$ cat config.mk
export PLATFORM = sky130hd
export DESIGN_NAME = mem_access
export DESIGN_NICKNAME = d
export VERILOG_FILES = /design/src/rtl/mem_access.sv
export SDC_FILE = /design/constraint.sdc
export NUM_CORES = 1
export LEC_CHECK = 0
export CAP_MARGIN = 20
export CORE_UTILIZATION = 40
export CTS_CLUSTER_DIAMETER = 150
export DETAILED_ROUTE_END_ITERATION = 16
export PLACE_DENSITY = 0.83
export RECOVER_POWER = 100
export SYNTH_ARGS = -nofsm -noshare
export SYNTH_HDL_FRONTEND = slang
export SYNTH_SLANG_ARGS = --single-unit
$ cat constraint.sdc
create_clock -name clk -period 2.82 [get_ports clk]
set_input_delay 0.705 -clock clk [delete_from_list [all_inputs] [get_ports clk]]
set_output_delay 0.705 -clock clk [all_outputs]
set_load 0.02 [all_outputs]
$ cat src/rtl/mem_access.sv
// Memory-stage access controller: turns execute-stage load/store results into
// a req/ready/rvalid handshake with a variable-latency data memory, stalls the
// upstream pipeline while an access is in flight, and reports failures.
//
// state | meaning
// ------+---------------------------------------------------------------
// IDLE  | no access in flight; accept an aligned op from execute
// REQ   | mem_req asserted, waiting for the memory to accept
// WAIT  | read accepted, waiting for mem_rvalid
// DONE  | access finished; one-cycle done pulse, upstream advances
module mem_access #(
    parameter int TIMEOUT = 64,
    parameter int CNT_W   = 8
) (
    input  logic        clk,
    input  logic        rst,
    input  logic        in_valid,
    input  logic        in_memRead,
    input  logic        in_memWrite,
    input  logic [15:0] in_aluOut,
    input  logic [15:0] in_outData,
    output logic        stall,
    output logic        done,
    output logic [15:0] rd_data,
    output logic        err,
    output logic        mem_req,
    output logic        mem_wr,
    output logic [15:0] mem_addr,
    output logic [15:0] mem_wdata,
    input  logic        mem_ready,
    input  logic        mem_rvalid,
    input  logic [15:0] mem_rdata,
    input  logic        mem_err
);

    typedef enum logic [1:0] {
        IDLE = 2'd0,
        REQ  = 2'd1,
        WAIT = 2'd2,
        DONE = 2'd3
    } state_t;

    localparam logic [CNT_W-1:0] TMO_LAST = CNT_W'(TIMEOUT - 1);

    state_t           state;
    state_t           state_nxt;
    logic [CNT_W-1:0] cnt;
    logic             mem_op;
    logic             tmo;
    logic             accept;
    logic             load_rd;
    logic             load_fail;
    logic             set_err;

    assign mem_op  = in_valid & (in_memRead | in_memWrite);
    // Greater-or-equal so a read that was accepted on the last allowed cycle
    // still times out in WAIT instead of the counter running past the limit.
    assign tmo     = (cnt >= TMO_LAST);
    assign mem_req = (state == REQ);
    assign done    = (state == DONE);

    // Next-state decode plus the strobes that steer the datapath registers.
    always_comb begin
        state_nxt = state;
        stall     = 1'b0;
        accept    = 1'b0;
        load_rd   = 1'b0;
        load_fail = 1'b0;
        set_err   = 1'b0;
        case (state)
            IDLE: begin
                if (mem_op) begin
                    if (!in_aluOut[0]) begin
                        accept    = 1'b1;
                        stall     = 1'b1;
                        state_nxt = REQ;
                    end else begin
                        set_err = 1'b1;
                    end
                end
            end
            REQ: begin
                stall = 1'b1;
                if (mem_ready) begin
                    if (mem_err) begin
                        set_err   = 1'b1;
                        load_fail = ~mem_wr;
                        state_nxt = DONE;
                    end else begin
                        state_nxt = mem_wr ? DONE : WAIT;
                    end
                end else if (tmo) begin
                    set_err   = 1'b1;
                    load_fail = ~mem_wr;
                    state_nxt = DONE;
                end
            end
            WAIT: begin
                stall = 1'b1;
                if (mem_rvalid) begin
                    load_rd   = ~mem_err;
                    load_fail = mem_err;
                    set_err   = mem_err;
                    state_nxt = DONE;
                end else if (tmo) begin
                    set_err   = 1'b1;
                    load_fail = 1'b1;
                    state_nxt = DONE;
                end
            end
            DONE: begin
                state_nxt = IDLE;
            end
            default: begin
                state_nxt = IDLE;
            end
        endcase
        if (rst) begin
            stall = 1'b0;
        end
    end

    // State register.
    always_ff @(posedge clk) begin
        if (rst) begin
            state <= IDLE;
        end else begin
            state <= state_nxt;
        end
    end

    // Request latches, timeout counter, load data and sticky error.
    always_ff @(posedge clk) begin
        if (rst) begin
            mem_addr  <= 16'h0000;
            mem_wdata <= 16'h0000;
            mem_wr    <= 1'b0;
            cnt       <= '0;
            rd_data   <= 16'h0000;
            err       <= 1'b0;
        end else begin
            if (accept) begin
                mem_addr  <= in_aluOut;
                mem_wdata <= in_outData;
                mem_wr    <= in_memWrite;
                cnt       <= '0;
            end else if (state == REQ || state == WAIT) begin
                cnt <= cnt + 1'b1;
            end
            if (load_rd) begin
                rd_data <= mem_rdata;
            end else if (load_fail) begin
                rd_data <= 16'hFFFF;
            end
            if (set_err) begin
                err <= 1'b1;
            end
        end
    end

endmodule

=== Word-level counts from Yosys, hierarchy flattened ===
Cells that the tools add are included.

* Eq/ne operators: 5
* Add/sub/neg operators: 1
* Bitwise operators: 4
* Multiplexer cells: 28
* Order comparisons: 1
* Reductions and logical operators: 6

{| class="wikitable"
|+ Operator list
! kind !! count
|-
| 16-bit 2-to-1 mux || 2
|-
| 1-bit 2-to-1 mux || 17
|-
| 2-bit 2-to-1 mux || 5
|-
| 8-bit by 1-bit adder with 8-bit output (second input constant) || 1
|-
| 8-bit by 6-bit greater-or-equal comparator with 1-bit output (second input constant) || 1
|-
| 2-bit one-hot mux with 4 select lines || 1
|-
| 2-bit equality test (second input constant) || 2
|-
| 2-bit inequality test (second input constant) || 2
|-
| 1-bit one-hot mux with 2 select lines || 2
|-
| 2-bit OR reduction || 2
|-
| 1-bit one-hot mux with 3 select lines || 1
|-
| 2-bit by 1-bit equality test with 1-bit output (second input constant) || 1
|-
| 2-bit zero test || 1
|-
| 1-bit NOT || 2
|-
| 2-bit AND reduction || 1
|-
| 2-bit nonzero test || 1
|-
| 1-bit bitwise AND || 1
|-
| 1-bit logical OR || 1
|-
| 1-bit OR || 1
|}

* Register bits after elaboration: 60
* Output and inout port bits: 53
* Word-level logic and storage cells: 52
* Input port bits: 56

=== Longest topological paths before layout ===
Gate-level depths: netlist of run 1.

* Depth in word-level cells: 6
* Depth in mapped cells: 8
* Depth with buffers taken out: 6

=== Worst setup path before layout of run 1 ===
Ideal clock, no wire load.

* Path kind: input to output
* Start: in in_memWrite
* End: out stall
* Arrival time: 1.801 ns
* Setup slack: 0.314 ns
* Path buffers: 2
* Required time: 2.115 ns
* Cell stages on the path: 5
* Cell sequence: o21ai_2 -> or3b_1 -> buf_2 -> buf_6 -> a211oi_2

* Word-level cells in the longest chain between the ends: 5

{| class="wikitable"
|+ RTL lines
! what !! RTL line !! text
|-
| start: declaration || 19 || <nowiki>input logic in_memWrite,</nowiki>
|-
| 1-bit OR || 55 || <nowiki>assign mem_op = in_valid & (in_memRead | in_memWrite);</nowiki>
|-
| 1-bit bitwise AND || 55 ||
|-
| 1-bit 2-to-1 mux || 72 || <nowiki>if (mem_op) begin</nowiki>
|-
| 1-bit one-hot mux with 2 select lines || 70 || <nowiki>case (state)</nowiki>
|-
| 1-bit 2-to-1 mux || 118 || <nowiki>if (rst) begin</nowiki>
|-
| end: declaration || 22 || <nowiki>output logic stall,</nowiki>
|}

No other way between the ends.

=== Worst setup path after layout of run 1 ===
Ends and elaborated chain as after synthesis.

==> results of run 1 <==
worst min path at each step:
| stage | startpoint | to | slack, ns |
|---|---|---|---|
| 2_1_floorplan | cnt[1] | cnt[1] | 0.49 |
| 3_3_place_gp | mem_addr[0] | mem_addr[0] | 0.42 |
| 3_5_place_dp | mem_addr[0] | mem_addr[0] | 0.43 |
| 4_1_cts | mem_addr[0] | mem_addr[0] | 0.44 |
| 5_1_grt | mem_addr[0] | mem_addr[0] | 0.46 |
| 6_report | mem_addr[0] | mem_addr[0] | 0.44 |
logic make-up after synthesis:
family,after synthesis
AO/OA/AOI/OAI,97
XOR/XNOR,7
adder cells (fa/ha/maj),6
buffers and inverters,43
flip-flops,60
multiplexers,1
AND/OR/NAND/NOR,114
worst max-delay path, cell delays in order:
cell	delay, ns
clkdlybuf4s50_1	0.49
o21ai_2	0.09
or3b_4	0.40
a211oi_2	0.22
buf_4	0.17
cell type report:
cell class / instances / area [µm²]
fillers: 511 / 2140
multi-input cells: 225 / 1210
flip-flops and latches: 60 / 1200
repair buffers: 115 / 1140
clock buffers: 13 / 169
well taps: 75 / 93.8
inverters: 21 / 78.8
clock inverters: 3 / 67.6
layer usage:
layer | GRT usage [%] | vias up | part of all wire, %
met4 | 14.0 | 0 | 3.4
met2 | 33.8 | 89 | 48
met5 | 0 | - | 0
met3 | 4.07 | 18 | 5.5
met1 | 22.9 | 1166 | 43
li1 | - | 1314 | -
metrics by stage:
stage / total power (W) / setup TNS (ns) / hold slack (ns) / setup WS (ns)
3_5_place_dp: 0.00132 / -0.424 / 0.428 / -0.424
4_1_cts: 0.00222 / 0 / 0.441 / 0.00227
2_1_floorplan: 0.00113 / 0 / 0.488 / 0.314
5_1_grt: 0.00228 / 0 / 0.457 / 0.00904
3_3_place_gp: 0.00131 / -0.434 / 0.417 / -0.434
6_report: 0.00219 / 0 / 0.436 / 0.0443
sequential cells by signal, summed over array words and instances (netlist names):
register	count
cnt	8
err	1
mem_addr	16
mem_wdata	16
mem_wr	1
rd_data	16
state	2
power by group through the flow:
| stage | Combinational (W) | Clock [W] | Sequential (W) |
|---|---|---|---|
| floorplan | 0.000168 | 0 | 0.000963 |
| global placement | 0.000388 | 0 | 0.000926 |
| detailed placement | 0.000396 | 0 | 0.000929 |
| CTS | 0.000396 | 0.000917 | 0.000910 |
| global route | 0.000416 | 0.000954 | 0.000913 |
| finish | 0.000384 | 0.000902 | 0.000909 |
cell usage in the layout (no fill, tap or decap), types with 2 or more instances in the layout:
cell type	Yosys	layout
nand4_1	2	2
xnor2_1	4	4
dfxtp_1	60	60
clkbuf_8	0	12
a21oi_1	66	66
bufinv_16	0	2
nand2_1	67	67
nand3_1	3	3
dlygate4sd3_1	0	52
ha_1	6	6
clkdlybuf4s50_1	0	54
nand2b_1	3	3
o31ai_1	17	17
nor2_1	27	27
nor2b_1	2	2
inv_1	21	21
o21ai_0	3	3
xor2_1	3	3
buf_4	1	6
nor3_1	3	3
o211ai_1	2	2
o21ai_2	3	2
==> impl_metrics.py, run 1 <==
metrics = {
    "synth": {
        "synth_xor_area_share_pct": 2.36,
        "synthSimpleGateAreaFrac_pct": 19.1,
        "yosysWarnings": 0,
        "syn_inst": 328,
        "synthTopCellsByCount": "nand2_1 (67), a21oi_1 (66), dfxtp_1 (60)",
        "synth_top_area_cell": "dfxtp_1",
        "synth_fa_ha_area_share_pct": 2.89,
        "synth_top_family_by_area": "compound AO/OA/AOI/OAI gates",
        "synth.top_cells.by_area": "dfxtp_1 (46%), a21oi_1 (13%), nand2_1 (9.7%), o31ai_1 (4.9%), nor2_1 (3.9%)",
        "post-synth-top-count-cell": "nand2_1",
        "synth_nets": 390,
        "synth_area_per_cell_um2": 7.91,
        "yosys_register_bits": 60,
        "yosysSeqAreaShare_pct": 46.3,
        "ys_types": 36,
        "yosys.area.top_type_share_pct": 46.3,
        "synth-async-reset-ratio_pct": 0,
        "synth-edff-count": 0,
        "netlist_area_um2": 2590,
        "synth_compound_area_share_pct": 21.9,
        "muxShareOfSynthArea_pct": 0.386,
        "synth_flop_cell": "dfxtp_1",
    },
    "floorplan": {
        "row_count": 28,
        "ios": 109,
        "dieArea_um2": 6810,
        "die_w_um": 82.5,
        "start_util_pct": 42.5,
        "die-height_um": 82.5,
        "core_area_um2": 6100,
    },
    "clocking": {
        "htree_levels": 3,
        "cts_tree": "built",
        "ctsResizeCount": 4,
        "cts_buffers": 9,
        "path_clk_slew_ns": 0.06,
        "root_buffer": "clkbuf_8",
        "insertion_delay_ns": 0.34,
        "hold_buffers": 0,
        "cts_setup_buffers": 0,
        "clock-sinks": 60,
        "clockBufferDepth": 2,
    },
    "drt": {
        "vias": 2587,
        "drtAntennaViolNets": 0,
        "routed_wl_mm": 6.80,
        "vias_per_cell": 5.05,
        "first_iter_violations": 96,
        "dr.pass1.iters": 4,
        "drc": 0,
        "wl_per_cell_um": 13.3,
    },
    "sta": {
        "setup_viol": 0,
        "rsz0062_at_grt": "no",
        "tightest_slew_ns": 1.26,
        "fmax_mhz": 360,
        "final.period_utilization_pct": 98.4,
        "period_needed_ns": 2.78,
        "finalHoldViolations": 0,
        "final_max_slew_viol_count": 0,
        "clock_skew_ns": 0.00654,
        "maxSlewHeadroom_pct": 15.6,
    },
    "global_routing": {
        "antenna_found_initial": 0,
        "grt_max_degree": 54,
        "grt_pass1_vias": 2292,
        "grt_overflow_total": 0,
        "grt_first_pass_wirelength_mm": 10.2,
        "grt_use_total_pct": 20.1,
    },
    "critical_path": {
        "worst-path-max-fanout": 2,
        "cp_data_arrival_time_ns": 2.07,
        "end_kind": "primary output",
        "cp-endpoint": "stall",
        "r2r_end": "state[0]",
        "r2r-start": "state[0]",
        "reg2regPathDepth": 6,
        "path_class": "in2out",
        "rrSetupSlack_ns": 0.40,
        "cp.required_ns": 2.12,
        "critPathLaunch": "in_memWrite",
        "start_kind": "primary input",
    },
    "placed_design": {
        "finalWeightedCongestion": 0.836,
        "place_hpwl_mm": 4.71,
        "place_inst": 496,
        "io_buffers": 108,
        "place_area_um2": 3730,
    },
    "worst_hold_path": {
        "hp-class": "reg2reg",
        "holdPathStages": 2,
    },
    "pwr": {
        "pwr-share-clk_pct": 41.1,
        "peakVddDrop_v": 0.000321,
        "power_frac_seq_pct": 41.4,
        "p_sw_w": 0.000550,
        "p_int_w": 0.00164,
        "p_leak_nw": 1.65,
        "swShare_pct": 25.1,
        "combPwrFrac_pct": 17.5,
        "powerDensity_nw_per_um2": 554,
    },
    "cells_and_area": {
        "fin_util_pct": 65.0,
        "syn2layout_area_growth_pct": 52.7,
        "fin_area_um2": 3960,
        "layout.nets": 494,
        "final_cells": 512,
        "layout-drive-gt1-share_pct": 6.86,
        "n_antenna_cell": 0,
    },
    "status": {
        "status": "complete, no violations",
    },
    "run": {
        "cap_violations": 0,
    },
}
Power figures use the tool's default switching activity.
==> run 2, diff against run 1 <==
ABC_AREA = 1   (was unset)
CTS_CLUSTER_DIAMETER = 200   (was 150)
PLACE_DENSITY = 0.82   (was 0.83)
==> run 2 against run 1 <==
  * Via count is 1.7% lower
  * Hold slack worse by 0.0034 ns
  * Clock skew is 0.0028 ns lower
  * Critical path type unchanged
==> impl_metrics.py, run 2 <==
metrics = {
    "floorplan": {
        "dieArea_um2": 6990,
        "row_count": 29,
        "ios": 109,
        "core_area_um2": 6390,
        "die_w_um": 83.6,
        "start_util_pct": 41.7,
        "die-height_um": 83.6,
    },
    "cells_and_area": {
        "n_antenna_cell": 0,
        "syn2layout_area_growth_pct": 48.6,
        "n_fill_cell": 530,
        "final_common_cell": "inv_1",
        "layout.nets": 527,
        "multiInputGateArea_um2": 1060,
        "final_cells": 546,
        "final_cell_mix": "inv_1 (81), dfxtp_1 (60), clkdlybuf4s50_1 (54), dlygate4sd3_1 (53), nor2_1 (44)",
        "top_regs": "mem_addr (16), mem_wdata (16), rd_data (16)",
        "fin_util_pct": 62.0,
        "regArea_um2": 1200,
        "layout-drive-gt1-share_pct": 8.32,
    },
    "drt": {
        "wl_per_cell_um": 12.4,
        "routed_wl_mm": 6.77,
        "first_iter_violations": 127,
        "vias_per_cell": 4.66,
        "vias": 2544,
        "dr.pass1.iters": 4,
        "drc": 0,
        "drtAntennaViolNets": 0,
    },
    "synth": {
        "synth-async-reset-ratio_pct": 0,
        "ys_types": 27,
        "yosys.area.top_type_share_pct": 45.1,
        "synth.top_cells.by_area": "dfxtp_1 (45%), inv_1 (11%), a21oi_1 (7.5%), o21ai_0 (6.4%), nor2_1 (6.2%)",
        "synth_flop_cell": "dfxtp_1",
        "yosysWarnings": 0,
        "yosysSeqAreaShare_pct": 45.1,
        "synth-edff-count": 0,
        "synthTopCellsByCount": "inv_1 (81), dfxtp_1 (60), nor2_1 (44)",
        "yosys_register_bits": 60,
        "synth_nets": 419,
        "netlist_area_um2": 2670,
        "syn_inst": 357,
        "synth_top_area_cell": "dfxtp_1",
        "post-synth-top-count-cell": "inv_1",
        "synth_area_per_cell_um2": 7.47,
    },
    "sta": {
        "clock_skew_ns": 0.00371,
        "final.period_utilization_pct": 94.4,
        "rsz0062_at_grt": "no",
        "fmax_mhz": 376,
        "tightest_slew_ns": 0.711,
        "period_needed_ns": 2.66,
        "finalHoldViolations": 0,
        "maxSlewHeadroom_pct": 52.6,
        "setup_viol": 0,
        "final_max_slew_viol_count": 0,
        "tns_ns": 0,
    },
    "global_routing": {
        "grt_overflow_total": 0,
        "grt_use_total_pct": 19.9,
        "grt_first_pass_wirelength_mm": 11.2,
        "antenna_found_initial": 0,
        "grt_max_degree": 66,
        "grt_pass1_vias": 2519,
    },
    "clocking": {
        "root_buffer": "clkbuf_8",
        "cts_buffers": 9,
        "cts_setup_buffers": 0,
        "hold_buffers": 0,
        "path_clk_slew_ns": 0.06,
        "clockBufferDepth": 2,
        "insertion_delay_ns": 0.33,
        "cts_tree": "built",
        "clock-sinks": 60,
        "htree_levels": 3,
    },
    "pwr": {
        "peakVddDrop_v": 0.000332,
        "p_leak_nw": 1.93,
        "powerDensity_nw_per_um2": 529,
    },
    "placed_design": {
        "place_hpwl_mm": 4.92,
        "io_buffers": 108,
        "place_inst": 531,
        "finalWeightedCongestion": 0.821,
    },
    "critical_path": {
        "worst-path-max-fanout": 3,
        "path_class": "in2out",
        "reg2regPathDepth": 7,
        "r2r_end": "cnt[6]",
        "cp.required_ns": 2.12,
        "cp_data_arrival_time_ns": 1.96,
        "start_kind": "primary input",
        "rrSetupSlack_ns": 0.71,
        "r2r-start": "state[0]",
        "end_kind": "primary output",
    },
    "worst_hold_path": {
        "hp-start": "mem_addr[0]",
        "holdPathStages": 2,
        "hp-class": "reg2reg",
        "worstHoldEndpoint": "mem_addr[0]",
    },
    "run": {
        "cap_violations": 0,
    },
    "status": {
        "status": "complete, no violations",
    },
}
[run 2: changes by cell type after synthesis, sizes merged, moves of 17 or more]
cell and delta:
nor2 +18, nand3 +22, o31ai -17, a21oi -26, o21ai +28, inv +60
nand2 -30
[run 2: area by class of cell]
type / instances / area share (%)
Clock buffer: 13 / 3.76
Clock inverter: 2 / 0.884
Inverter: 81 / 7.68
Multi-Input combinational cell: 200 / 26.9
Sequential cell: 60 / 30.3
Tap cell: 77 / 2.43
Timing Repair Buffer: 113 / 28.0
[run 2: logic make-up (layout without fill, tap and decap cells)]
logic type / after synthesis / in the layout / share of synthesized area, %
simple gates: 112 / 112 / 21.3
buf+inv: 97 / 209 / 14.7
compound gates: 81 / 81 / 15.8
flops: 60 / 60 / 45.1
fa+ha+maj: 6 / 6 / 2.82
xor+xnor: 1 / 1 / 0.329
[run 2: stage by stage]
stage                     worst slack [ns]  total power (W)  cell area [µm²]  hold WS [ns]
after floorplan                      0.446          0.00117             2670         0.447
after global placement              -0.131          0.00138             3800         0.419
after detailed placement            -0.243          0.00140             3800         0.425
after CTS                           0.0462          0.00213             3980         0.438
after global routing                0.0644          0.00220             3960         0.461
final                                0.158          0.00209             3960         0.432
[run 2: per-layer routing]
metal / part of all wire (%) / global-route usage [%]
met3: 4.4 / 3.66
met1: 42 / 22.2
met4: 3.1 / 11.4
met5: 0 / 0
met2: 51 / 35.4
[run 2: timing repair]
action | in CTS | in global routing
setup endpoints to repair | 1 | 1
gates resized for setup | 1 | 3
endpoints found under the hold margin | 0 | 0
[run 2: worst max path at each step]
stage	endpoint	cells after the start	slack [ns]	from
floorplan	stall	4	0.45	in_memWrite
global placement	stall	5	-0.13	in_memWrite
detailed placement	stall	5	-0.24	in_memWrite
CTS	stall	5	0.05	in_memWrite
global route	stall	5	0.06	in_memWrite
finish	stall	5	0.16	in_memWrite
[run 2: worst max-delay path, stage by stage]
cell	delay [ns]
clkdlybuf4s50_1	0.48
o21a_1	0.17
nand3_1	0.12
a211oi_1	0.26
clkbuf_2	0.22
[run 2: where the power goes]
group | switching, W | total [W] | leakage, nW | internal (W)
clock | 0.000310 | 0.000737 | 0.0935 | 0.000427
combinational | 0.000226 | 0.000426 | 1.35 | 0.000200
sequential | 0.0000278 | 0.000932 | 0.489 | 0.000904
total | 0.000564 | 0.00209 | 1.93 | 0.00153
==> run 3, diff against run 2 <==
CORE_MARGIN = 2   (was unset)
==> run 3 against run 2 <==
  * Sequential share of layout area is 0.28 points lower
  * Non-clock buffer count stayed put
  * Fmax is 0.60% lower
  * Critical path type unchanged
  * Critical endpoint unchanged
==> impl_metrics.py, run 3 (synthesis gave the netlist of run 2 again) <==
metrics = {
    "status": {
        "status": "complete, no violations",
    },
    "cells_and_area": {
        "fin_util_pct": 62.6,
        "final_cell_mix": "inv_1 (81), dfxtp_1 (60), clkdlybuf4s50_1 (54), dlygate4sd3_1 (53), nor2_1 (44)",
        "syn2layout_area_growth_pct": 50.0,
        "final_common_cell": "inv_1",
        "layout-drive-gt1-share_pct": 9.15,
        "layout.nets": 527,
        "n_antenna_cell": 0,
        "top_regs": "mem_addr (16), mem_wdata (16), rd_data (16)",
    },
    "floorplan": {
        "dieArea_um2": 7330,
        "die_w_um": 85.6,
        "ios": 109,
        "die-height_um": 85.6,
        "core_area_um2": 6390,
        "start_util_pct": 41.7,
        "row_count": 29,
    },
    "pwr": {
        "p_int_w": 0.00161,
        "powerDensity_nw_per_um2": 548,
        "swShare_pct": 26.7,
        "peakVddDrop_v": 0.000326,
        "combPwrFrac_pct": 19.3,
        "pwr-share-clk_pct": 38.2,
        "power_w": 0.00219,
        "power_frac_seq_pct": 42.5,
        "p_sw_w": 0.000586,
        "p_leak_nw": 1.95,
    },
    "clocking": {
        "cts_setup_buffers": 0,
        "clockBufferDepth": 2,
        "root_buffer": "clkbuf_8",
        "path_clk_slew_ns": 0.06,
        "cts_buffers": 9,
        "htree_levels": 3,
        "cts_tree": "built",
        "clock-sinks": 60,
        "insertion_delay_ns": 0.34,
    },
    "critical_path": {
        "critPathLaunch": "in_memWrite",
        "rrSetupSlack_ns": 0.69,
        "path_class": "in2out",
        "end_kind": "primary output",
        "cp.required_ns": 2.12,
        "reg2regPathDepth": 6,
        "start_kind": "primary input",
        "cp_data_arrival_time_ns": 1.97,
        "r2r_end": "cnt[5]",
        "cp-endpoint": "stall",
        "worst-path-max-fanout": 3,
        "r2r-start": "state[0]",
    },
    "sta": {
        "fmax_mhz": 373,
        "maxSlewHeadroom_pct": 53.6,
        "period_needed_ns": 2.68,
        "final.period_utilization_pct": 95.0,
        "setup_viol": 0,
        "clock_skew_ns": 0.00751,
        "tightest_slew_ns": 0.696,
        "setup_ws_ns": 0.142,
        "rsz0062_at_grt": "no",
        "holdWs_ns": 0.435,
        "final_max_slew_viol_count": 0,
        "tns_ns": 0,
        "finalHoldViolations": 0,
    },
    "placed_design": {
        "finalWeightedCongestion": 0.823,
        "dp_slack_ns": -0.234,
        "io_buffers": 108,
        "place_hpwl_mm": 4.85,
    },
    "run": {
        "cap_violations": 0,
    },
    "global_routing": {
        "grt_use_total_pct": 18.5,
        "grt_pass1_vias": 2408,
        "grt_first_pass_wirelength_mm": 10.8,
        "antenna_found_initial": 0,
        "grt_max_degree": 66,
        "grt_overflow_total": 0,
    },
    "drt": {
        "dr.pass1.iters": 4,
        "routed_wl_mm": 6.71,
        "first_iter_violations": 142,
        "vias_per_cell": 4.70,
        "drtAntennaViolNets": 0,
        "drc": 0,
        "wl_per_cell_um": 12.3,
        "vias": 2569,
    },
    "worst_hold_path": {
        "hp-class": "reg2reg",
    },
}
==> run 3: changes by cell type in the layout (fill, tap and decap cells not counted) <==
cell	delta
clkbuf_1	-3
clkbuf_8	+3
clkinvlp_4	+1
==> run 3: layout make-up <==
class	count	area, µm²
Multi-Input combinational cell	200	1060
Timing Repair Buffer	113	1110
Clock inverter	3	42.5
Clock buffer	13	179
Fill cell	516	2390
Sequential cell	60	1200
Inverter	81	304
Tap cell	77	96.3
==> run 3: metal layers <==
| metal | vias up | wire length [µm] | track usage [%] |
|---|---|---|---|
| met3 | 14 | 337 | 5.39 |
| met4 | 0 | 153 | 6.93 |
| met1 | 1170 | 2840 | 22.1 |
| met2 | 67 | 3380 | 31.5 |
| li1 | 1318 | - | - |
| met5 | - | 0 | 0 |
==> run 3: metrics by stage <==
step | cells | cell area (µm²)
floorplan | 357 | 2670
global placement | 531 | 3800
detailed placement | 531 | 3800
CTS | 547 | 4020
global route | 547 | 4000
finish | 547 | 4000
==> run 3: worst min-delay path by stage <==
stage / from / to / depth (start not counted)
4_1_cts: mem_addr[9] / mem_addr[9] / 2
2_1_floorplan: cnt[5] / cnt[5] / 2
3_5_place_dp: mem_addr[0] / mem_addr[0] / 2
5_1_grt: mem_addr[7] / mem_addr[7] / 2
6_report: mem_addr[0] / mem_addr[0] / 2
3_3_place_gp: mem_addr[0] / mem_addr[0] / 2
==> run 3: worst max-delay path, stage by stage <==
cell and delay (ns):
clkdlybuf4s50_1 0.48, o21a_1 0.17, nand3_1 0.11, a211oi_1 0.28, clkbuf_2 0.22
==> run 3: repair_timing <==
action,4_1_cts,5_1_grt
endpoints found under the setup margin,1,1
hold endpoints to repair,0,0
gates resized for setup,1,3
pin swaps,0,0
hold buffers,0,0
==> run 3: power by group through the flow <==
stage               combinational, W  clock (W)  sequential [W]
finish                      0.000424   0.000837        0.000931
global placement            0.000435          0        0.000949
detailed placement          0.000445          0        0.000952
floorplan                   0.000163          0         0.00101
CTS                         0.000448   0.000848        0.000934
global route                0.000464   0.000892        0.000938
